### src/rtl/cv32e40s_rf_scrub_ctrl_if.sv
// Register-file write/scrub bus between the WB stage, the scrub controller
// and the register file wrapper. The controller connects through the slave
// modport; the environment (pipeline + RF wrapper) connects through master.
interface cv32e40s_rf_scrub_ctrl_if #(
    parameter int ADDR_W = 5,
    parameter int DATA_W = 32
);
    logic              clear_req_i;
    logic              busy_o;
    logic              clear_done_o;
    logic              pipe_we_i;
    logic [ADDR_W-1:0] pipe_waddr_i;
    logic [DATA_W-1:0] pipe_wdata_i;
    logic              pipe_rd_active_i;
    logic              rf_we_o;
    logic [ADDR_W-1:0] rf_waddr_o;
    logic [DATA_W-1:0] rf_wdata_o;
    logic              scrub_re_o;
    logic [ADDR_W-1:0] scrub_raddr_o;
    logic              scrub_ecc_err_i;
    logic              scrub_err_o;
    logic [ADDR_W-1:0] scrub_err_addr_o;
    logic [7:0]        scrub_err_cnt_o;

    modport slave (
        input  clear_req_i, pipe_we_i, pipe_waddr_i, pipe_wdata_i,
               pipe_rd_active_i, scrub_ecc_err_i,
        output busy_o, clear_done_o, rf_we_o, rf_waddr_o, rf_wdata_o,
               scrub_re_o, scrub_raddr_o, scrub_err_o, scrub_err_addr_o,
               scrub_err_cnt_o
    );

    modport master (
        output clear_req_i, pipe_we_i, pipe_waddr_i, pipe_wdata_i,
               pipe_rd_active_i, scrub_ecc_err_i,
        input  busy_o, clear_done_o, rf_we_o, rf_waddr_o, rf_wdata_o,
               scrub_re_o, scrub_raddr_o, scrub_err_o, scrub_err_addr_o,
               scrub_err_cnt_o
    );
endinterface

### src/rtl/cv32e40s_rf_scrub_ctrl.sv
// Register file clear sequencer and background ECC scrubber.
// CLEAR zeroes x1..x(NUM_REGS-1) while holding the pipeline off; IDLE passes
// pipeline writes through and steals idle read-port cycles for scrub reads.
module cv32e40s_rf_scrub_ctrl #(
    parameter int NUM_REGS       = 32,
    parameter int ADDR_W         = 5,
    parameter int DATA_W         = 32,
    parameter int SCRUB_INTERVAL = 256
) (
    input  logic                    clk,
    input  logic                    rst,
    cv32e40s_rf_scrub_ctrl_if.slave bus
);
    localparam int              CNT_W    = (SCRUB_INTERVAL > 1) ? $clog2(SCRUB_INTERVAL) : 1;
    localparam logic [CNT_W-1:0]  CNT_MAX  = CNT_W'(SCRUB_INTERVAL - 1);
    localparam logic [ADDR_W-1:0] ADDR_ONE = ADDR_W'(1);
    localparam logic [ADDR_W-1:0] ADDR_LST = ADDR_W'(NUM_REGS - 1);

    typedef enum logic {S_CLEAR, S_IDLE} state_t;

    state_t            r_state;
    logic [ADDR_W-1:0] r_ptr;
    logic [ADDR_W-1:0] r_sptr;
    logic [CNT_W-1:0]  r_cnt;
    logic              r_done;
    logic              r_err;
    logic [ADDR_W-1:0] r_err_addr;
    logic [7:0]        r_err_cnt;

    logic              w_busy;
    logic              w_fire;

    assign w_busy = (r_state == S_CLEAR);
    // The pipeline always wins the shared read port; a scrub only uses idle cycles.
    assign w_fire = (r_state == S_IDLE) && (r_cnt == CNT_MAX) && !bus.pipe_rd_active_i;

    // Write-port mux: clear sequencer owns the port in CLEAR, pipeline otherwise.
    // The clear write is masked while rst is held so the port is quiet in reset.
    always_comb begin
        if (w_busy) begin
            bus.rf_we_o    = !rst;
            bus.rf_waddr_o = r_ptr;
            bus.rf_wdata_o = {DATA_W{1'b0}};
        end else begin
            bus.rf_we_o    = bus.pipe_we_i;
            bus.rf_waddr_o = bus.pipe_waddr_i;
            bus.rf_wdata_o = bus.pipe_wdata_i;
        end
    end

    // Sequencer FSM, scrub interval/pointer and error reporting.
    always_ff @(posedge clk) begin
        if (rst) begin
            r_state    <= S_CLEAR;
            r_ptr      <= ADDR_ONE;
            r_sptr     <= ADDR_ONE;
            r_cnt      <= '0;
            r_done     <= 1'b0;
            r_err      <= 1'b0;
            r_err_addr <= '0;
            r_err_cnt  <= '0;
        end else begin
            r_done <= 1'b0;
            r_err  <= w_fire && bus.scrub_ecc_err_i;

            // A scrub issued alongside a clear request still reports and advances.
            if (w_fire && bus.scrub_ecc_err_i) begin
                r_err_addr <= r_sptr;
                if (r_err_cnt != 8'hFF) begin
                    r_err_cnt <= r_err_cnt + 8'd1;
                end
            end
            if (w_fire) begin
                r_sptr <= (r_sptr == ADDR_LST) ? ADDR_ONE : r_sptr + ADDR_W'(1);
            end

            case (r_state)
                S_CLEAR: begin
                    r_cnt <= '0;
                    if (r_ptr == ADDR_LST) begin
                        r_state <= S_IDLE;
                        r_ptr   <= ADDR_ONE;
                        r_done  <= 1'b1;
                    end else begin
                        r_ptr <= r_ptr + ADDR_W'(1);
                    end
                end
                S_IDLE: begin
                    if (bus.clear_req_i) begin
                        r_state <= S_CLEAR;
                        r_ptr   <= ADDR_ONE;
                        r_cnt   <= '0;
                    end else if (w_fire) begin
                        r_cnt <= '0;
                    end else if (!bus.pipe_rd_active_i && (r_cnt != CNT_MAX)) begin
                        r_cnt <= r_cnt + CNT_W'(1);
                    end
                end
                default: r_state <= S_CLEAR;
            endcase
        end
    end

    assign bus.busy_o           = w_busy;
    assign bus.clear_done_o     = r_done;
    assign bus.scrub_re_o       = w_fire;
    assign bus.scrub_raddr_o    = r_sptr;
    assign bus.scrub_err_o      = r_err;
    assign bus.scrub_err_addr_o = r_err_addr;
    assign bus.scrub_err_cnt_o  = r_err_cnt;
endmodule
### src/flat_wrapper.sv
// flat-port wrapper written by rule: the top's interface ports become plain ports
module cv32e40s_rf_scrub_ctrl_flat 
#(
    parameter int NUM_REGS       = 32,
    parameter int ADDR_W         = 5,
    parameter int DATA_W         = 32,
    parameter int SCRUB_INTERVAL = 256
)
  (clk, rst, bus_clear_req_i, bus_pipe_we_i, bus_pipe_waddr_i, bus_pipe_wdata_i, bus_pipe_rd_active_i, bus_scrub_ecc_err_i, bus_busy_o, bus_clear_done_o, bus_rf_we_o, bus_rf_waddr_o, bus_rf_wdata_o, bus_scrub_re_o, bus_scrub_raddr_o, bus_scrub_err_o, bus_scrub_err_addr_o, bus_scrub_err_cnt_o);
  cv32e40s_rf_scrub_ctrl_if #(.ADDR_W(ADDR_W), .DATA_W(DATA_W)) bus_i ();
  input  logic clk;
  input  logic rst;
  input wire logic [$bits(bus_i.clear_req_i)-1:0] bus_clear_req_i;
  input wire logic [$bits(bus_i.pipe_we_i)-1:0] bus_pipe_we_i;
  input wire logic [$bits(bus_i.pipe_waddr_i)-1:0] bus_pipe_waddr_i;
  input wire logic [$bits(bus_i.pipe_wdata_i)-1:0] bus_pipe_wdata_i;
  input wire logic [$bits(bus_i.pipe_rd_active_i)-1:0] bus_pipe_rd_active_i;
  input wire logic [$bits(bus_i.scrub_ecc_err_i)-1:0] bus_scrub_ecc_err_i;
  output wire logic [$bits(bus_i.busy_o)-1:0] bus_busy_o;
  output wire logic [$bits(bus_i.clear_done_o)-1:0] bus_clear_done_o;
  output wire logic [$bits(bus_i.rf_we_o)-1:0] bus_rf_we_o;
  output wire logic [$bits(bus_i.rf_waddr_o)-1:0] bus_rf_waddr_o;
  output wire logic [$bits(bus_i.rf_wdata_o)-1:0] bus_rf_wdata_o;
  output wire logic [$bits(bus_i.scrub_re_o)-1:0] bus_scrub_re_o;
  output wire logic [$bits(bus_i.scrub_raddr_o)-1:0] bus_scrub_raddr_o;
  output wire logic [$bits(bus_i.scrub_err_o)-1:0] bus_scrub_err_o;
  output wire logic [$bits(bus_i.scrub_err_addr_o)-1:0] bus_scrub_err_addr_o;
  output wire logic [$bits(bus_i.scrub_err_cnt_o)-1:0] bus_scrub_err_cnt_o;
  assign bus_i.clear_req_i = bus_clear_req_i;
  assign bus_i.pipe_we_i = bus_pipe_we_i;
  assign bus_i.pipe_waddr_i = bus_pipe_waddr_i;
  assign bus_i.pipe_wdata_i = bus_pipe_wdata_i;
  assign bus_i.pipe_rd_active_i = bus_pipe_rd_active_i;
  assign bus_i.scrub_ecc_err_i = bus_scrub_ecc_err_i;
  assign bus_busy_o = bus_i.busy_o;
  assign bus_clear_done_o = bus_i.clear_done_o;
  assign bus_rf_we_o = bus_i.rf_we_o;
  assign bus_rf_waddr_o = bus_i.rf_waddr_o;
  assign bus_rf_wdata_o = bus_i.rf_wdata_o;
  assign bus_scrub_re_o = bus_i.scrub_re_o;
  assign bus_scrub_raddr_o = bus_i.scrub_raddr_o;
  assign bus_scrub_err_o = bus_i.scrub_err_o;
  assign bus_scrub_err_addr_o = bus_i.scrub_err_addr_o;
  assign bus_scrub_err_cnt_o = bus_i.scrub_err_cnt_o;
  cv32e40s_rf_scrub_ctrl #(.NUM_REGS(NUM_REGS), .ADDR_W(ADDR_W), .DATA_W(DATA_W), .SCRUB_INTERVAL(SCRUB_INTERVAL)) u_core (.clk(clk), .rst(rst), .bus(bus_i));
endmodule
### config.mk
export PLATFORM = sky130hd
export DESIGN_NAME = cv32e40s_rf_scrub_ctrl_flat
export DESIGN_NICKNAME = d
export VERILOG_FILES = /design/src/rtl/cv32e40s_rf_scrub_ctrl_if.sv /design/src/rtl/cv32e40s_rf_scrub_ctrl.sv /design/src/flat_wrapper.sv
export SDC_FILE = /design/constraint.sdc
export NUM_CORES = 1
export LEC_CHECK = 0
export ABC_AREA = 1
export BUFFER_PORTS_ARGS = -buffer_cell sky130_fd_sc_hd__buf_2
export CAP_MARGIN = 10
export CELL_PAD_IN_SITES_DETAIL_PLACEMENT = 0
export CELL_PAD_IN_SITES_GLOBAL_PLACEMENT = 2
export CORE_UTILIZATION = 23
export DETAILED_ROUTE_END_ITERATION = 10
export HOLD_SLACK_MARGIN = 0.08
export MAX_ROUTING_LAYER = met4
export PLACE_DENSITY_LB_ADDON = 0.08
export REMOVE_ABC_BUFFERS = 1
export SYNTH_ARGS = -nofsm -noshare
export SYNTH_HDL_FRONTEND = slang
export SYNTH_SLANG_ARGS = --single-unit
### constraint.sdc
create_clock -name clk -period 2.4 [get_ports clk]
set_input_delay 0.24 -clock clk [delete_from_list [all_inputs] [get_ports clk]]
set_output_delay 0.24 -clock clk [all_outputs]
set_load 0.01 [all_outputs]
==> results of run 1 <==
-- state kept, by name (all words and copies together) (netlist names) --
name / cells
u_core.bus.scrub_raddr_o: 5
u_core.r_state: 1
u_core.bus.clear_done_o: 1
u_core.r_ptr: 5
u_core.bus.scrub_err_cnt_o: 8
u_core.bus.scrub_err_addr_o: 5
u_core.bus.scrub_err_o: 1
u_core.r_cnt: 8
-- worst paths after layout --
check | slack [ns] | endpoint
setup / recovery | 0.60 | bus_rf_we_o
hold / removal | 0.21 | u_core.r_cnt[7]$_SDFFE_PP0P_
setup reg to reg | 0.63 | u_core.bus.scrub_err_cnt_o[6]$_SDFFE_PP0P_
hold reg to reg | 0.44 | u_core.bus.scrub_err_addr_o[1]$_SDFFE_PP0P_
-- cells in the final DEF, fill, tap and decap left out, types with 3 or more instances in the layout --
cell,synthesis,layout
sky130_fd_sc_hd__nor2_2,3,3
sky130_fd_sc_hd__nand3_1,18,18
sky130_fd_sc_hd__nand2_1,82,82
sky130_fd_sc_hd__xor2_1,3,3
sky130_fd_sc_hd__nand4_1,3,3
sky130_fd_sc_hd__a21oi_1,17,17
sky130_fd_sc_hd__o21ai_1,5,5
sky130_fd_sc_hd__o21ai_0,14,14
sky130_fd_sc_hd__clkbuf_8,0,6
sky130_fd_sc_hd__inv_2,3,3
sky130_fd_sc_hd__buf_2,1,102
sky130_fd_sc_hd__nor2_1,34,34
sky130_fd_sc_hd__nor3_1,3,3
sky130_fd_sc_hd__ha_1,6,6
sky130_fd_sc_hd__dfxtp_1,34,34
sky130_fd_sc_hd__inv_1,55,55
-- worst max-delay path, stage by stage (launching register included) --
cell,delay (ns)
sky130_fd_sc_hd__dfxtp_1,0.41
sky130_fd_sc_hd__buf_4,0.39
sky130_fd_sc_hd__nor2_1,0.17
sky130_fd_sc_hd__inv_1,0.12
sky130_fd_sc_hd__nand2_1,0.06
sky130_fd_sc_hd__buf_2,0.13
-- routing by layer --
layer	track usage, %	routed length (um)	vias to the layer above
met5	-	0	-
met4	5.08	101	0
met3	3.15	273	7
met2	18.7	2140	64
met1	14.6	2360	849
li1	-	-	1111
-- per-stage QoR --
step | hold slack, ns | area (um2) | power [mW] | setup slack (ns)
floorplan | 0.309 | 1820 | 0.623 | 0.372
global placement | 0.434 | 2470 | 0.675 | 0.663
detailed placement | 0.432 | 2470 | 0.675 | 0.630
CTS | 0.213 | 2570 | 1.13 | 0.531
global route | 0.226 | 2570 | 1.17 | 0.418
finish | 0.213 | 2570 | 1.10 | 0.602
-- cells by family (layout without fill, tap and decap cells) --
| kind of cell | Yosys count | count (layout) | share of synthesized area [%] |
|---|---|---|---|
| and+or+nand+nor | 148 | 148 | 33.3 |
| buffers and inverters | 66 | 170 | 13.8 |
| AOI/OAI and AO/OA | 38 | 38 | 10.4 |
| DFF | 34 | 34 | 36.6 |
| adders and majority gates | 6 | 6 | 4.03 |
| xor gates and xnor gates | 4 | 4 | 1.88 |
-- layout make-up --
| cell class | count | area (um2) |
|---|---|---|
| Clock buffer | 7 | 86.3 |
| Clock inverter | 1 | 5.00 |
| Timing Repair Buffer | 104 | 526 |
| Multi-Input combinational cell | 196 | 923 |
| Fill cell | 873 | 5200 |
| Inverter | 58 | 218 |
| Tap cell | 102 | 128 |
| Sequential cell | 34 | 681 |
-- power by group --
part | switching [mW] | total (mW) | internal [mW]
Sequential | 0.00583 | 0.577 | 0.571
Combinational | 0.0411 | 0.0843 | 0.0432
Clock | 0.209 | 0.441 | 0.232
Total | 0.256 | 1.10 | 0.845
==> results.md, run 1 <==
- The most area-hungry cell type in the Yosys netlist is sky130_fd_sc_hd__dfxtp_1.
- The clock-pin slew of the registers on the worst-case setup and hold paths is about 0.070 ns.
- The growth of design area from synthesis to finish is 37.9%.
- In this run the post-CTS setup repair buffer count came out at 0.
- Summed over all layers, the routed wires come to between 4000 and 5000 um.
- The hold-critical path depth is 2.
- Counting flops with a built-in enable in the synthesized netlist gives 0.
- The number of antenna violations at the first check in global routing is 0.
- In this run the most critical hold path is launched from rst.
- The critical path is of the register to primary output type.
- Counting every instance in the synthesized netlist gives 296.
- The detailed router finished its first iteration with 66 violations.
- The path type of the worst min-delay path is primary input to register.
- The antenna violation net count after detailed routing is 0.
- 0 antenna diodes ended up in the layout.
- The leading cell type by number of instances after synthesis is sky130_fd_sc_hd__nand2_1.
- In this run the horizontal extent of the chip is 91.9 um.
- The headroom to the max-slew limit is roughly 74%.
- The number of global-route vias before repair came to 1727.
- The fraction of final layout cells sized beyond drive strength 1 is 29.8%.
- Data on the critical path is required at its endpoint by around 2.2 ns.
- The maximum resistive drop on vdd is 0.000175 V.
- The count of placed standard cells in the final layout, fillers left out is 502.
- For the final routed database, the setup TNS stands at 0 ns.
- The die footprint is roughly 8500 um2.
- The flow ran to the end, and the final reports show no timing, DRC or antenna violations.
- The global placer's final weighted congestion is ~0.75.
- The post-DP HPWL is 3670 um.
- In this run, placement finished with an instance count of 494.
- The floorplan has 32 rows.
- For the worst-skew pair, the clock arrives at the later sink with an insertion delay of 0.29 ns.
- Counting along the longest clock path gives a buffer depth of 2.
- The net count of the finished layout is 448.
- For the finished layout, the period the worst path requires is 1.80 ns.
- Summed over all cells, the static leakage comes to 1.51 nW.
- Sorting the synthesized cells by how often they occur yields sky130_fd_sc_hd__nand2_1 (82), sky130_fd_sc_hd__inv_1 (55), sky130_fd_sc_hd__dfxtp_1 (34), sky130_fd_sc_hd__nor2_1 (34), sky130_fd_sc_hd__nand3_1 (18).
- The total I/O pin count is 103.
- Across all layers, the routed design uses 2031 vias.
- Setup repair after global routing left no endpoint under its margin.
- The first detailed-routing pass ran for 4 iterations.
- The worst setup path is captured at a primary output.
- Counting flops and latches in the post-synthesis netlist gives 34.
- For the worst setup path, the data arrival time is 1.56 ns.
- The count of unresolved DRC violations after routing is 0.
- After detailed routing, the number of vias per cell comes to 4.05.
- Port buffering added 102 buffers.
- After synthesis, the share of flip-flops with an asynchronous set or reset is 0%.
- Along the worst path, the maximum fanout reaches 44.
- The buffer cell driving the clock tree root is sky130_fd_sc_hd__clkbuf_8.
- Dividing total power by cell area gives a power density of roughly 430 nW/um2.
- The total count of hold-check failures in the final report came to 0.
- The number of slew-limit violations in the final report is 0.
- The Yosys step of the flow raised 0 warnings.
- The die height is 91.9 um.
- Across the run, the number of max-cap violations was 0.
- The number of clock sinks is 34.
- The wire length of the first global-routing pass is around 7900 um.
- The final number of setup-violating endpoints is 0.
- The pin count of the biggest net entering global routing is 45.
- Post-CTS repair changed the size of 0 cells.
- For the pin with the worst max-slew slack, the measured transition is 0.385 ns.
- For this run, the leading register cell type out of synthesis is sky130_fd_sc_hd__dfxtp_1.
- Sequential elements use a little over a third of the synthesized area.
- Once the floorplan was initialized, standard cells occupied 24.0% of the core.
- Global routing consumed, over all layers together, 12.0% of the routing resources.
- In this run the mean area of a mapped cell was between 6 and 7 um2.
- The netlist area before placement is about 1900 um2.
- The startpoint identified for the worst register-to-register timing path is u_core.r_cnt[0]$_SDFFE_PP0P_.
- For the final database, setup skew stands at roughly 0.0072 ns.
- The unique cell type count in the Yosys netlist is 26.
- The kind of start point of the critical path is a register.
- Tracing the worst setup path back leads to its startpoint at u_core.r_state$_SDFF_PP0_.
- For this run, the share of the core covered by cells in the final layout is 33.0%.
- The ratio of final minimum period to clock period is 74.9%.
- The count of cells along the worst register-to-register path is 8.
- The number of H-tree levels is 2.
- For this run, the top clock speed supported by timing is ~560 MHz.
- TritonCTS built the clock tree.
- Counting the buffers created by CTS gives 5.
- Hold repair after CTS inserted 0 buffers.
- In this run the standard cell core region covers approximately 8000 um2.
- Of the post-synthesis cell area, the dominant cell type holds 36.6%.
- The post-detailed-route wirelength per cell is 9.71 um.
- The total congestion overflow is 0.
- After synthesis, the cell types taking the most area are sky130_fd_sc_hd__dfxtp_1 (37%), sky130_fd_sc_hd__nand2_1 (17%), sky130_fd_sc_hd__inv_1 (11%), sky130_fd_sc_hd__nor2_1 (6.9%), sky130_fd_sc_hd__nand3_1 (4.8%).
No activity file was read; power rests on OpenSTA's default activity.
==> inputs of run 2 (changes only) <==
Settings changed: CORE_UTILIZATION 23 to 19.
Clock period 2.4 ns to 1.55 ns, I/O delays scaled along.
==> run 2 against run 1 <==
Effect of this change: non-clock buffer count up 19; power increased by 57%; count of clock-buffer cells in the layout decreased by 1; final cell count is 9.2% higher; clock power rose by 60%; first-iteration DRC count shrank 29%; largest cell class unchanged; global-route usage down 0.93 points; largest power group unchanged.
==> results.md, run 2 (synthesis results as in run 1) <==
- The run finished with clean final reports.
- The critical setup path kind is register to primary output.
- The number of search-and-repair iterations in the first detailed-routing pass is 4 (unchanged).
- The clock-pin slew of the registers on the worst-case setup and hold paths is 0.07 ns (about the same).
- The total power of the final layout was 1.73 mW (+57%).
- The relative contribution of the clock network to total power is 40.9% (+0.9 points).
- The DRC violation total after the first TritonRoute iteration came to 47 (-29%).
- The headroom to the max-slew limit is 77.3% (+3.0 points).
- The highest layer touched by signal routing is met4.
- The final number of setup-violating endpoints came to 0 (unchanged).
- The final-layout worst hold slack is 0.137 ns (-0.0759 ns).
- The total routing resource utilization after global routing came to 11.1% (-0.93 points).
- The number of slew-limit violations in the final report is 0 (unchanged).
- The post-DP HPWL was 4110 um (+12%).
- The wire length of the first global-routing pass is 8600 um (+8.8%).
- The number of buffers inserted during clock tree synthesis came to 5 (unchanged).
- The antenna violation net count after detailed routing is 0 (unchanged).
- The pin count of the biggest net entering global routing was 29 (-36%).
- The register area was 688 um2 (+1.1%).
- The growth of design area from synthesis to finish is 50.8%.
- The routed metal-1 wirelength is 2460 um (+4.3%).
- The number of clock sinks came to 34 (unchanged).
- The total number of vias came to 2101 (+3.4%).
- The final critical path takes up 93.4% of the cycle.
- The number of H-tree levels came to 2 (unchanged).
- The die footprint came to 10200 um2 (+21%).
- In this run the worst hold path is classified as primary input to register.
- The count of input and output buffers is 102 (unchanged).
- The buffer cell driving the clock tree root is sky130_fd_sc_hd__clkbuf_8.
- The floorplan core area is 9370 um2 (+21%).
- The antenna diode instance count came to 0 (unchanged).
- Setup repair after global routing could not meet its margin everywhere.
- The critical path data required time is 1.39 ns (-0.77 ns).
- Based on the critical path, the design can be clocked at up to 691 MHz.
- The net load switching power is 424 uW (+66%).
- The transition time of the tightest slew-check pin is 0.338 ns (-0.0476 ns).
- The final routed wirelength across all metal layers is 5290 um (+8.5%).
- The combinational share of power is 7.7% (about the same).
- The combined area of the multi-input logic cells is 948 um2 (+2.7%).
- The total congestion overflow is 0 (unchanged).
- The total count of hold-check failures in the final report is 0 (unchanged).
- TritonCTS built the clock tree.
- The number of placed instances, taps included is 538 (+8.9%).
- The detailed-routed wire length on met3 is 301 um (+10%).
- The endpoint kind of the worst setup timing path is a primary output.
- The die extent in x is 101 um (+9.8%).
- The leakage power of the design is 1.61 nW (+6.6%).
- The total I/O pin count is 103 (unchanged).
- The power density of the placed cells was 617 nW/um2 (+44%).
- The global placer's final weighted congestion is 0.736 (-2.1%).
- The max-capacitance violation count is 0 (unchanged).
- The internal portion of total power is 1.31 mW (+55%).
- The most common cell after layout, fill and taps aside is sky130_fd_sc_hd__buf_2.
- The worst path needs 1.45 ns of the cycle, external delays included.
- STA classifies the critical path startpoint as a register.
- The count of placed standard cells in the final layout, fillers left out was 548 (+9.2%).
- The post-detailed-route wirelength per cell was 9.65 um (-0.60%).
- The fraction of power consumed by sequential logic is 51.4% (-0.9 points).
- The clock latency of the later-clocked register in the worst-skew pair is 0.29 ns (about the same).
- The setup clock skew after layout is 0.00824 ns (+0.000994 ns).
- The worst path arrival time is 1.29 ns (-0.27 ns).
- The initial core utilization came to 19.9% (-4.1 points).
- The maximum resistive drop on vdd came to 0.000243 V (+38%).
- The number of antenna violations at the first check in global routing was 0 (unchanged).
- The largest fanout of any net on the critical path is 5 (-89%).
- Leaving out fill and tap cells, the most frequent cells in the layout are sky130_fd_sc_hd__buf_2 (101), sky130_fd_sc_hd__nand2_1 (81), sky130_fd_sc_hd__inv_1 (54).
- The total met2 wirelength after detailed routing is 2410 um (+13%).
- The final cell utilization of the core is 29.9% (-3.1 points).
- The maximum buffer depth of the clock tree came to 2 (unchanged).
- The row count was 35 (+9.4%).
- The fraction of final layout cells sized beyond drive strength 1 is 35.3% (+5.6 points).
- The die height is 101 um (+9.8%).
- The number of filler cells placed in the layout is 1082 (+24%).
- The number of global-route vias before repair came to 1866 (+8.0%).
- The count of unresolved DRC violations after routing is 0 (unchanged).
- The switching power as a share of total power is 24.5% (+1.3 points).
- The detail-routed via count per cell is 3.83 (-5.2%).
- The number of nets at the end of the flow was 467 (+4.2%).
==> run 2: path summary, 6_finish.rpt <==
check / start / end / slack [ns] / cells past startpoint
setup / recovery: u_core.r_cnt[0]$_SDFFE_PP0P_ / bus_scrub_re_o / 0.10 / 6
hold reg to reg: u_core.bus.scrub_err_addr_o[3]$_SDFFE_PP0P_ / u_core.bus.scrub_err_addr_o[3]$_SDFFE_PP0P_ / 0.44 / 2
setup reg to reg: u_core.r_cnt[0]$_SDFFE_PP0P_ / u_core.bus.scrub_err_cnt_o[4]$_SDFFE_PP0P_ / 0.13 / 9
hold / removal: rst / u_core.r_cnt[1]$_SDFFE_PP0P_ / 0.14 / 2
==> run 2: worst max-delay path, stage by stage, from the launching register on <==
cell	delay (ns)
sky130_fd_sc_hd__dfxtp_4	0.37
sky130_fd_sc_hd__ha_4	0.14
sky130_fd_sc_hd__nand2_1	0.06
sky130_fd_sc_hd__inv_2	0.07
sky130_fd_sc_hd__nand2_2	0.06
sky130_fd_sc_hd__nor2_4	0.18
sky130_fd_sc_hd__buf_6	0.13
==> run 2: layout make-up <==
| class | instances | area share [%] |
|---|---|---|
| clock inverters | 2 | 0.446 |
| repair buffers | 123 | 24.8 |
| clock buffers | 6 | 2.94 |
| inverters | 58 | 7.76 |
| well taps | 129 | 5.75 |
| flip-flops and latches | 34 | 24.5 |
| multi-input cells | 196 | 33.8 |
==> run 2: repair_timing <==
action                                  CTS  global route
endpoints found under the setup margin    8            16
cloned                                    0             0
pin swaps                                 1             1
buffers inserted                          2             0
gates resized for setup                   3            12
hold buffers                              0             0
==> run 2: power groups by stage <==
| stage | logic (mW) | registers (mW) | clock network [mW] |
|---|---|---|---|
| after floorplan | 0.0541 | 0.911 | 0 |
| after global placement | 0.135 | 0.913 | 0 |
| after detailed placement | 0.136 | 0.912 | 0 |
| after CTS | 0.137 | 0.892 | 0.737 |
| after global routing | 0.153 | 0.892 | 0.771 |
| final | 0.133 | 0.890 | 0.707 |
==> run 2: per-stage QoR <==
stage               TNS (ns)  setup WS [ns]  cell area (um2)
finish                     0          0.103             2810
global route         -0.0178        -0.0120             2810
CTS                  -0.0163        -0.0163             2770
detailed placement    -0.149        -0.0357             2640
global placement           0         0.0259             2640
floorplan              -9.15         -0.478             1820
==> run 2: per-layer routing <==
layer	up-vias	global-route usage [%]
met1	871	13.4
met2	69	17.5
met3	9	2.50
met4	0	5.13
met5	-	-
li1	1152	-
